$ cat src/rtl/lbc_pkg.sv
// Shared types and sizing helpers for the local data bus DMA sequencer.
package lbc_pkg;

  typedef enum logic [2:0] {
    IDLE  = 3'd0,
    ADLY  = 3'd1,
    ADDR  = 3'd2,
    DDLY  = 3'd3,
    DWAIT = 3'd4,
    HOLD  = 3'd5
  } lbc_state_t;

  localparam int LBC_AW    = 24;
  localparam int LBC_DW    = 16;
  // Delay counter width; APR_DLY and DAP_DLY must fit in it.
  localparam int LBC_CNT_W = 8;

  function automatic int lbc_occ_w(int depth);
    return $clog2(depth) + 1;
  endfunction

  typedef struct packed {
    logic [LBC_AW-1:0] addr;
    logic [LBC_DW-1:0] data;
  } lbc_wb_entry_t;

endpackage

$ cat src/rtl/lbc_wbuf_fifo.sv
// DEPTH-entry write buffer FIFO; head entry is presented directly from storage.
module lbc_wbuf_fifo #(
  parameter int DEPTH = 4,
  parameter int W     = 40
) (
  input  logic                     clk,
  input  logic                     rst,
  input  logic                     push,
  input  logic [W-1:0]             push_data,
  input  logic                     pop,
  output logic [W-1:0]             pop_data,
  output logic                     full,
  output logic                     empty,
  output logic [$clog2(DEPTH):0]   count
);

  localparam int PW = $clog2(DEPTH);

  logic [W-1:0]  mem [DEPTH];
  logic [PW-1:0] wr_ptr, rd_ptr;
  logic          do_push, do_pop;

  assign full     = (count == (PW+1)'(DEPTH));
  assign empty    = (count == '0);
  assign do_pop   = pop & ~empty;
  // A full buffer still accepts a push when the head leaves on the same edge.
  assign do_push  = push & (~full | do_pop);
  assign pop_data = mem[rd_ptr];

  always_ff @(posedge clk) begin
    if (do_push) mem[wr_ptr] <= push_data;
  end

  always_ff @(posedge clk) begin
    if (rst) begin
      wr_ptr <= '0;
      rd_ptr <= '0;
      count  <= '0;
    end else begin
      if (do_push) wr_ptr <= wr_ptr + PW'(1);
      if (do_pop)  rd_ptr <= rd_ptr + PW'(1);
      case ({do_push, do_pop})
        2'b10:   count <= count + (PW+1)'(1);
        2'b01:   count <= count - (PW+1)'(1);
        default: count <= count;
      endcase
    end
  end

endmodule

$ cat src/rtl/lbc_dma_sequencer.sv
// Sequences an external-bus DMA cycle onto the local data bus and buffers writes.
// Drain handshake: an entry leaves on any edge where wb_valid and wb_ready are both 1.
module lbc_dma_sequencer
  import lbc_pkg::*;
#(
  parameter int AW      = LBC_AW,
  parameter int DW      = LBC_DW,
  parameter int APR_DLY = 3,
  parameter int DAP_DLY = 2,
  parameter int DEPTH   = 4
) (
  input  logic                         sysclk,
  input  logic                         sys_rst,
  input  logic                         cgnt_n,
  input  logic                         bgnt_n,
  input  logic                         gnt_n,
  input  logic                         ibapr_n,
  input  logic                         bdap_n,
  input  logic                         mwrite_n,
  input  logic                         ebus_n,
  input  logic [AW-1:0]                bd_addr,
  input  logic [DW-1:0]                bd_data,
  output logic                         dbapr,
  output logic                         ebadr,
  output logic                         bact_n,
  output logic                         clkbd,
  output logic                         ebd_n,
  output logic                         bwait,
  output logic                         wb_valid,
  input  logic                         wb_ready,
  output logic [AW-1:0]                wb_addr,
  output logic [DW-1:0]                wb_data,
  output logic [lbc_occ_w(DEPTH)-1:0]  wb_count,
  output lbc_state_t                   dbg_state
);

  localparam int CW = LBC_CNT_W;

  lbc_state_t     state, state_nxt;
  logic [CW-1:0]  cnt, cnt_nxt;
  logic [AW-1:0]  addr_lat, addr_nxt;
  logic           bact, bact_nxt;
  logic           ebadr_nxt, clkbd_nxt, bwait_nxt, ebd_n_nxt;
  logic           push, pop, full, empty;
  logic [AW+DW-1:0] head;

  assign pop       = wb_valid & wb_ready;
  assign wb_valid  = ~empty;
  assign bact_n    = ~bact;
  assign dbg_state = state;
  assign wb_addr   = head[AW+DW-1:DW];
  assign wb_data   = head[DW-1:0];

  always_comb begin
    state_nxt = state;
    cnt_nxt   = cnt;
    addr_nxt  = addr_lat;
    bact_nxt  = bact;
    bwait_nxt = bwait;
    clkbd_nxt = 1'b0;
    push      = 1'b0;
    ebadr_nxt = (ibapr_n & gnt_n) ? 1'b0 : ebadr;
    case (state)
      IDLE: if (!ibapr_n && (!gnt_n || !bgnt_n)) begin
        state_nxt = ADLY;
        cnt_nxt   = CW'(APR_DLY - 1);
        ebadr_nxt = 1'b1;
      end
      ADLY: begin
        if (ibapr_n) begin
          state_nxt = IDLE;
        end else if (cnt == '0) begin
          clkbd_nxt = 1'b1;
          addr_nxt  = bd_addr;
          state_nxt = ADDR;
        end else begin
          cnt_nxt = cnt - CW'(1);
        end
      end
      ADDR: begin
        if (!bdap_n) begin
          if (!mwrite_n) begin
            state_nxt = DDLY;
            cnt_nxt   = CW'(DAP_DLY - 1);
          end else begin
            state_nxt = HOLD;
            bact_nxt  = 1'b1;
          end
        end else if (ibapr_n) begin
          state_nxt = IDLE;
        end
      end
      DDLY: begin
        if (cnt == '0) begin
          if (!full) begin
            push      = 1'b1;
            clkbd_nxt = 1'b1;
            state_nxt = HOLD;
          end else begin
            bwait_nxt = 1'b1;
            state_nxt = DWAIT;
          end
        end else begin
          cnt_nxt = cnt - CW'(1);
        end
      end
      DWAIT: if (!full || pop) begin
        push      = 1'b1;
        clkbd_nxt = 1'b1;
        bwait_nxt = 1'b0;
        state_nxt = HOLD;
      end
      HOLD: if (bdap_n && ibapr_n) begin
        bact_nxt  = 1'b0;
        state_nxt = IDLE;
      end
      default: state_nxt = IDLE;
    endcase
    // Transceiver enable must not move while the 648 clock is high.
    ebd_n_nxt = clkbd ? ebd_n
                      : ~(~ebus_n & ((cgnt_n & gnt_n) | ~bgnt_n | bact));
  end

  always_ff @(posedge sysclk) begin
    if (sys_rst) begin
      state    <= IDLE;
      cnt      <= '0;
      addr_lat <= '0;
      bact     <= 1'b0;
      ebadr    <= 1'b0;
      clkbd    <= 1'b0;
      bwait    <= 1'b0;
      ebd_n    <= 1'b1;
      dbapr    <= 1'b0;
    end else begin
      state    <= state_nxt;
      cnt      <= cnt_nxt;
      addr_lat <= addr_nxt;
      bact     <= bact_nxt;
      ebadr    <= ebadr_nxt;
      clkbd    <= clkbd_nxt;
      bwait    <= bwait_nxt;
      ebd_n    <= ebd_n_nxt;
      dbapr    <= ~ibapr_n;
    end
  end

  lbc_wbuf_fifo #(.DEPTH(DEPTH), .W(AW + DW)) u_wbuf (
    .clk       (sysclk),
    .rst       (sys_rst),
    .push      (push),
    .push_data ({addr_lat, bd_data}),
    .pop       (pop),
    .pop_data  (head),
    .full      (full),
    .empty     (empty),
    .count     (wb_count)
  );

endmodule

$ cat config.mk
export PLATFORM = sky130hd
export DESIGN_NAME = lbc_dma_sequencer
export DESIGN_NICKNAME = d
export VERILOG_FILES = /design/src/rtl/lbc_pkg.sv /design/src/rtl/lbc_wbuf_fifo.sv /design/src/rtl/lbc_dma_sequencer.sv
export SDC_FILE = /design/constraint.sdc
export NUM_CORES = 1
export LEC_CHECK = 0
export CORE_UTILIZATION = 55
export CTS_CLUSTER_DIAMETER = 200
export DETAILED_ROUTE_END_ITERATION = 8
export PLACE_DENSITY = 0.87
export REMOVE_ABC_BUFFERS = 1
export SLEW_MARGIN = 5
export SYNTH_ARGS = -nofsm -noshare
export SYNTH_HDL_FRONTEND = slang
export SYNTH_SLANG_ARGS = --single-unit
$ cat constraint.sdc
create_clock -name sysclk -period 3.8 [get_ports sysclk]
set_input_delay 0.76 -clock sysclk [delete_from_list [all_inputs] [get_ports sysclk]]
set_output_delay 0.76 -clock sysclk [all_outputs]
set_load 0.005 [all_outputs]
==> flow_metrics.env <==
export IMPL_async_flop_share=0
export IMPL_antenna_found_initial=0
export IMPL_clock_path_buffers=3
export IMPL_crit_path_max_incr_delay_ps=880
export IMPL_synthXorXnorAreaFrac=0.00432
export IMPL_clock_sinks=210
export IMPL_cts_setup_buffers=0
export IMPL_synth_edff_count=160
export IMPL_worstHoldStart="bact"
export IMPL_worstSetupPathType="reg2out"
export IMPL_synthCells=460
export IMPL_grt_pass1_wl_mm=23.9
export IMPL_synth_compound_area_frac=0.0469
export IMPL_cts_hold_buf=0
export IMPL_synth_seq_cells=210
export IMPL_crit_path_cell_trace="mux4_2, clkdlybuf4s50_1"
export IMPL_yosysSeqAreaShare=0.716
export IMPL_crit_path_top_delay_cell="dfxtp_4"
export IMPL_num_fill_cells=919
export IMPL_slew_headroom=0.439
export IMPL_final_cell_mix="edfxtp_1, clkdlybuf4s50_1, dfxtp_1"
export IMPL_finalSetupViolCount=0
export IMPL_slew_violations=0
export IMPL_maxCapViolCount=0
export IMPL_cts_made_buffers=21
export IMPL_drc=0
export IMPL_synthFlopType="edfxtp_1"
export IMPL_routedWlPerCell_um=20.3
export IMPL_layout_drive_gt1_share=0.171
export IMPL_power_density_nw_per_um2=556
export IMPL_critPathMaxFanout=40
export IMPL_start_util=0.560
export IMPL_drt_iter0_drc=385
export IMPL_timing_final_ws_setup_ps=531
export IMPL_tightest_slew_ps=841
export IMPL_endpoint_kind="primary output"
export IMPL_yosys_cell_types_count=59
export IMPL_min_period_over_period=0.860
export IMPL_ys_warnings_count=0
export IMPL_htree_levels=1
export IMPL_overflow=0
export IMPL_drtPass1Iterations=4
export IMPL_vias=4429
export IMPL_grt_max_degree=42
export IMPL_track_usage=0.209
export IMPL_clk_latency_ps=490
export IMPL_n_antenna_cell=0
export IMPL_vdd_drop_max_uv=356
export IMPL_netlist_area_um2=8110
export IMPL_num_io_pins=103
export IMPL_fin_nets=627
export IMPL_portBuffers=102
export IMPL_cp_start_kind="flip-flop"
export IMPL_synth_simple_area_share=0.0578
export IMPL_finalHoldViolCount=0
export IMPL_syn_to_final_growth_pct=23.2
export IMPL_outcome="finished clean"
export IMPL_cts_resized=0
export IMPL_crit_arrival_ps=2510
export IMPL_die_h_um=123
export IMPL_rsz0062_at_grt="no"
export IMPL_clkTransAtPathRegs_ps=60
export IMPL_wirelength_mm=15.6
export IMPL_synth_fa_ha_area_frac=0.0133
export IMPL_cts_root_buffer="clkbuf_16"
export IMPL_die_area_um2=15200
export IMPL_worstPathRequired_ps=3040
export IMPL_avgViaCountPerCell=5.77
export IMPL_synthMuxAreaShare=0.143
export IMPL_ant_nets=0
export IMPL_fin_tns_setup_ps=0
export IMPL_syn_area_per_cell_um2=17.6
export IMPL_clock_fmax_ghz=0.306
export IMPL_design_area_um2=9990
export IMPL_fin_crit_ps=3270
export IMPL_skew_ps=18.6
export IMPL_p_leak_nw=3.42
export IMPL_placed_area_um2=9330
export IMPL_core_area_um2=14500
export IMPL_rows=44
export IMPL_synth_top_family_by_area="multiplexers"
export IMPL_tritoncts="built"
export IMPL_die_w_um=123
export IMPL_gp_congestion=0.822
export IMPL_layout_commonest_cell="edfxtp_1"
export IMPL_hp_class="reg2reg"
export IMPL_hpwl_mm=9.08
export IMPL_grt_pass1_vias=4649
export IMPL_dpl_worst_slack_ps=463
export IMPL_rr_startpoint="cnt[0]"
-- power by group --
part           internal, mW  leakage, nW  switching [mW]  total, mW
combinational         0.439         1.23           0.387      0.826
sequential             2.60         1.87           0.142       2.74
clock                  1.16        0.317           0.825       1.99
-- critical path, delay by kind of cell (launching register included) --
family	cells	cell delay, ps
buffers and inverters	1	530
muxes	1	590
DFF	1	880
-- stage by stage --
step / hold WS (ps) / power [mW] / util / std cells
CTS: 486 / 5.60 / 0.690 / 768
global route: 519 / 5.78 / 0.690 / 768
detailed placement: 475 / 3.61 / 0.644 / 730
finish: 488 / 5.55 / 0.690 / 768
global placement: 466 / 3.57 / 0.644 / 730
floorplan: 460 / 3.27 / - / 437
-- flip-flops by register name (all words and copies together), names as in the netlist, 2 cells and up, named ones only --
signal / flops
u_wbuf.mem: 160
addr_lat: 24
cnt: 8
dbg_state: 3
u_wbuf.count: 3
u_wbuf.rd_ptr: 2
u_wbuf.wr_ptr: 2
-- routing by layer --
| metal | part of all wire | global-route usage | vias up |
|---|---|---|---|
| met5 | 0 | 0 | - |
| met4 | 0.016 | 0.0459 | 0 |
| met3 | 0.064 | 0.0364 | 23 |
| met2 | 0.52 | 0.375 | 156 |
| met1 | 0.40 | 0.264 | 2230 |
| li1 | - | - | 2020 |
-- synthesized netlist by cell type, drive strengths merged (3+ instances only) --
cell type,n,share of area
edfxtp,160,0.59
dfxtp,50,0.12
mux4,40,0.11
nor2,38,0.018
mux2i,25,0.031
buf,14,0.0089
inv,12,0.0056
a21oi,11,0.0068
clkbuf,9,0.0042
nand2,9,0.0042
ha,7,0.011
nor3,7,0.0057
a311oi,6,0.0065
nand2b,6,0.0046
nor2b,6,0.0046
a211oi,5,0.0052
a31oi,4,0.0031
and2,4,0.0031
nor4b,3,0.0051
o21ai,3,0.0019
xor2,3,0.0032
-- worst paths after layout --
path | slack, ps | depth (start not counted) | to
hold / removal | 490 | 2 | bact
setup / recovery | 530 | 2 | wb_addr[14]
hold reg to reg | 490 | 2 | bact
setup reg to reg | 1060 | 12 | u_wbuf.count[2]
-- kinds of logic (layout without fill, tap and decap cells) --
kind of cell,after synthesis,count (layout)
AO/OA/AOI/OAI,50,50
XOR/XNOR,4,4
adder cells (fa/ha/maj),8,8
buffers and inverters,35,159
flip-flops,210,210
multiplexers,66,66
AND/OR/NAND/NOR,87,87
-- final cells by class --
cell class	instances	area [um2]	share of cell area
timing repair buffer	109	1080	0.108
multi-input combinational	215	2160	0.216
sequential	210	5810	0.581
inverter	12	45.0	0.00451
clock inverter	13	128	0.0128
tap	184	230	0.0230
clock buffer	25	541	0.0541
Power figures use the tool's default switching activity.
==> RTL edit 1 (same flow settings) <==
Register the output `wb_count`; this adds one clock of latency there. The other outputs are not delayed to match.
--- a/src/rtl/lbc_dma_sequencer.sv
+++ b/src/rtl/lbc_dma_sequencer.sv
@@ -35,6 +35,8 @@
 );
 
   localparam int CW = LBC_CNT_W;
+
+  logic [lbc_occ_w(DEPTH)-1:0] wb_count_d;
 
   lbc_state_t     state, state_nxt;
   logic [CW-1:0]  cnt, cnt_nxt;
@@ -154,8 +156,12 @@
     .pop_data  (head),
     .full      (full),
     .empty     (empty),
-    .count     (wb_count)
+    .count     (wb_count_d)
   );
+
+  always_ff @(posedge sysclk) begin
+    wb_count <= wb_count_d;
+  end
 
 endmodule
 
Formal check against the unedited RTL: not equivalent (Yosys sat finds a counterexample within 10 cycles, from zero or initial values and one cycle with sys_rst high).
==> RTL edit 1 against the original RTL <==
  * Area after synthesis up 0.15%
  * Sequential share of layout area up 1.0 points
  * Hold slack worse by 0.034 ns
  * First-iteration DRC count up 0.52%
  * Routed wire length up 3.7%
  * Sequential cell count up 3
  * Cell area down 0.73%
  * Clock skew down 0.011 ns
  * Maximum frequency down 0.62%
  * Core utilization down 0.50 points
  * Worst setup slack worse by 0.020 ns
  * Power down 2.6%
  * Critical path type unchanged
  * Highest routed layer unchanged
==> RTL edit 1: results (changes against the original RTL) <==
stage	metric	value	unit	change
run_status	outcome	completed		unchanged
timing	whs	0.4545	ns	was 0.4882 ns
placed_design	dpl.hpwl	9.559	mm	was 9.085 mm
finish	seq_area	5871	um^2	was 5811 um^2
global_routing	gr-usage-met1	0.2875		was 0.2638
finish	clockBufferCount	30		was 25
finish	buf_share	0.1069		was 0.1082
detailed_routing	met2WireLength	8.467	mm	was 8.172 mm
global_routing	grt_pass1_vias	4684		was 4,649
pwr	cellLeakagePower	0.003198	uW	was 0.003425 uW
logic_synthesis	synth.area.top_cells	edfxtp_1, dfxtp_1, mux4_2		unchanged
finish	drive_gt1_frac	0.1508		was 0.1712
timing	fin_skew	0.007790	ns	was 0.01858 ns
detailed_routing	vias	4628		was 4,429
detailed_routing	dr_wl_met3	1.049	mm	was 1.006 mm
global_routing	grt_use_met2	0.3781		was 0.3753
placed_design	placedInstanceArea	9316	um^2	was 9326 um^2
finish	finalNetCount	654		was 627
finish	nMultiInputCombCells	239		was 215
logic_synthesis	yosys-top-cells-count	edfxtp_1, nand2_1, dfxtp_1		was edfxtp_1, dfxtp_1, mux4_2
finish	syn_to_final_growth	22.13	%	was 23.21%
global_routing	grt_usage	0.2190		was 0.2086
finish	nNonClkInverters	13		was 12
logic_synthesis	async_flop_share	0		unchanged
global_routing	grt_first_pass_wirelength	24.65	mm	was 23.94 mm
timing	slew_headroom	0.2988		was 0.4390
detailed_routing	drt_iter0_markers	387		was 385
finish	seq_cell_count	213		was 210
finish	instances_no_fill	794		was 768
hold_path	hold_end	wb_count[1]		was bact
placed_design	dp_slack	0.4614	ns	was 0.4632 ns
hold_path	hold_start	u_wbuf.count[1]		was bact
logic_synthesis	yosysUniqueCellTypes	57		was 59
detailed_routing	routed.top_layer	met4		unchanged
finish	buffers_excl_clock	108		was 109
detailed_routing	drtPass1Iterations	6		was 4
logic_synthesis	synth_edf_count	160		unchanged
critical_path	ff2ff_setup_slack	0.99	ns	was 1.06 ns
pwr	power.switching	1342	uW	was 1354 uW
critical_path	cp-endpoint	wb_addr[8]		was wb_addr[14]
finish	clock_cell_area_share	0.06103		was 0.06685
logic_synthesis	postSynthCellCount	490		was 460
timing	setup_ws	0.5107	ns	was 0.5311 ns
pwr	worst_ir_drop_vdd	368.0	uV	was 356.1 uV
detailed_routing	wl_met1	6.359	mm	was 6.198 mm
hold_path	hold_depth	0		was 2
detailed_routing	wire_per_inst	20.40	um	was 20.34 um
==> RTL edit 1: power groups by stage <==
| stage | Clock [uW] | Sequential (uW) | Combinational, uW |
|---|---|---|---|
| floorplan | 0 | 2780 | 472 |
| global placement | 0 | 2810 | 756 |
| detailed placement | 0 | 2820 | 785 |
| CTS | 1870 | 2770 | 796 |
| global route | 1960 | 2790 | 876 |
| finish | 1840 | 2770 | 798 |
==> RTL edit 1: cells by family after synthesis <==
logic type,share of synthesized area
AOI/OAI and AO/OA,0.05837
xor gates and xnor gates,0.004313
adders and majority gates,0.01324
buffers and inverters,0.01941
DFF,0.7220
muxes,0.1135
and+or+nand+nor,0.06916
==> RTL edit 1: worst reg2reg max path, stage by stage, from the launching register on <==
cell and delay (ns):
dfxtp_1 0.38, inv_1 0.10, ha_1 0.23, nor4b_4 0.16, and3_2 0.24, a21o_2 0.27, inv_1 0.09, ha_1 0.18
inv_1 0.06, fa_1 0.38, xor2_1 0.16, or3_1 0.32, a21oi_1 0.15
==> RTL edit 2 (config.mk and constraints unchanged) <==
Without the edit above. `LBC_DW`: 16 -> 32.
--- a/src/rtl/lbc_pkg.sv
+++ b/src/rtl/lbc_pkg.sv
@@ -11,7 +11,7 @@
   } lbc_state_t;
 
   localparam int LBC_AW    = 24;
-  localparam int LBC_DW    = 16;
+  localparam int LBC_DW    = 32;
   // Delay counter width; APR_DLY and DAP_DLY must fit in it.
   localparam int LBC_CNT_W = 8;
 
Ports: changed (resized bd_data and wb_data); port bits go from 103 to 135. The function was not compared with the original's and may differ.
==> RTL edit 2 against the original RTL <==
  * Die area rose by 28%
  * Sequential cell count grew 64
  * Global-route usage increased by 1.3 points
  * Worst setup slack gained 0.026 ns
  * Critical endpoint is now wb_addr[13]
  * Cell area grew 29%
  * Maximum frequency grew 0.80%
  * Area after synthesis grew 28%
  * Synthesized cell count is 18% higher
  * Sequential share of layout area up 1.9 points
  * Routed wire length is 36% higher
  * Largest power group unchanged
  * Via count grew 26%
  * Power increased by 26%
  * Critical path type unchanged
==> RTL edit 2: results (changes against the original RTL) <==
stage	metric	value	unit	change
run_status	outcome	completed		unchanged
detailed_routing	drcViolationCount	0		unchanged
detailed_routing	viasPerCell	5.964		was 5.767
clocking	cts_setup_buffers	0		unchanged
finish	reg_top3	u_wbuf.mem: 224 flops, addr_lat: 24 flops, cnt: 8 flops		was u_wbuf.mem: 160 flops, addr_lat: 24 flops, cnt: 8 flops
placed_design	io_buffer_count	134		was 102
pwr	cellLeakagePower	0.004311	uW	was 0.003425 uW
finish	diodes	0		unchanged
clocking	clockRootBuffer	clkbuf_16		unchanged
finish	fillers	1085		was 919
logic_synthesis	synth.area.top_cells	edfxtp_1, mux4_2, dfxtp_1		was edfxtp_1, dfxtp_1, mux4_2
pwr	worst_ir_drop_vdd	330.0	uV	was 356.1 uV
placed_design	dpl.hpwl	12.61	mm	was 9.085 mm
critical_path	crit_path_top_delay_cell	mux4_2		was dfxtp_4
hold_path	hp-class	reg -> reg		unchanged
logic_synthesis	yosys-top-cells-count	edfxtp_1, mux4_2, dfxtp_1		was edfxtp_1, dfxtp_1, mux4_2
logic_synthesis	async_flop_share	0		unchanged
timing	fin_skew	0.01116	ns	was 0.01858 ns
placed_design	dp_slack	0.4696	ns	was 0.4632 ns
timing	tightest_slew	1.018	ns	was 0.8415 ns
detailed_routing	drtPass1Iterations	8		was 4
global_routing	grt_pass1_vias	5833		was 4,649
logic_synthesis	synth_seq_area_share	0.7425		was 0.7157
critical_path	cp_top_family	buffers and inverters		was flip-flops
clocking	cts_buffers	26		was 21
clocking	clockBufferDepth	3		unchanged
logic_synthesis	synth_edf_count	224		was 160
logic_synthesis	synth_ff_type	edfxtp_1		unchanged
clocking	clk_pin_slew	0.06	ns	about the same
placed_design	place.gp.congestion	0.8461		was 0.8215
global_routing	grt_usage	0.2218		was 0.2086
critical_path	critPathArrivalTime	2.48	ns	was 2.51 ns
finish	finalNetCount	763		was 627
critical_path	path_max_fanout	13		was 40
clocking	cts_resized	0		unchanged
clocking	clock_latency	0.52	ns	was 0.49 ns
logic_synthesis	yosys_warnings	0		unchanged
global_routing	grt_max_degree	57		was 42
pwr	power.switching	1620	uW	was 1354 uW
timing	setup_viol	0		unchanged
global_routing	grt_first_pass_wirelength	32.47	mm	was 23.94 mm
detailed_routing	wire_per_inst	22.56	um	was 20.34 um
detailed_routing	drt_iter0_markers	417		was 385
global_routing	antenna_found_initial	0		unchanged
finish	drive_gt1_frac	0.1721		was 0.1712
critical_path	slowest_delay	0.59	ns	was 0.88 ns
## RTL edit 2: cell families (layout without fill, tap and decap cells)
group,Yosys count,count (layout),share of synthesized area
xor gates and xnor gates,4,4,0.003367
muxes,82,82,0.1463
and+or+nand+nor,87,87,0.04496
AOI/OAI and AO/OA,50,50,0.03655
DFF,274,274,0.7425
adders and majority gates,8,8,0.01034
buffers and inverters,38,204,0.01599
## RTL edit 2: layer usage
metal | routed length [um] | part of all wire | GRT usage
met4 | 373 | 0.018 | 0.05668
met2 | 10720 | 0.51 | 0.3793
met1 | 8325 | 0.39 | 0.2901
met3 | 1748 | 0.083 | 0.04990
met5 | 0 | 0 | 0
## RTL edit 2: final timing paths
path              slack, ns  startpoint  depth (start not counted)          endpoint
setup / recovery       0.56   flip-flop                          3       wb_addr[13]
hold / removal         0.49        bact                          2              bact
setup reg to reg       0.92      cnt[0]                          7  u_wbuf.mem[0][7]
hold reg to reg        0.49        bact                          2              bact
## RTL edit 2: worst min-delay path, cell delays in order, from the launching register on
cell	delay, ns
dfxtp_1	0.29
inv_1	0.08
a21oi_1	0.07
## RTL edit 2: through the flow
stage          hold WS, ns  instance area, um^2  instances
2_1_floorplan       0.4599                10290        517
3_3_place_gp        0.4655                12040        890
3_5_place_dp        0.4763                12040        890
4_1_cts             0.4896                12880        938
5_1_grt             0.5199                12880        938
6_report            0.4887                12880        938
## RTL edit 2: area by class of cell
cell class                 instances  area share
sequential                       274      0.6005
clock inverter                     8    0.006899
timing repair buffer             144      0.1135
tap                              229     0.02225
clock buffer                      40     0.05781
inverter                          12    0.003498
multi-input combinational        231      0.1956
## RTL edit 2: power groups by stage
stage               Combinational (uW)  Sequential [uW]  Clock [uW]
floorplan                          555             3570           0
global placement                   934             3570           0
detailed placement                 965             3580           0
CTS                                978             3520        2550
global route                      1050             3530        2660
finish                             973             3520        2510
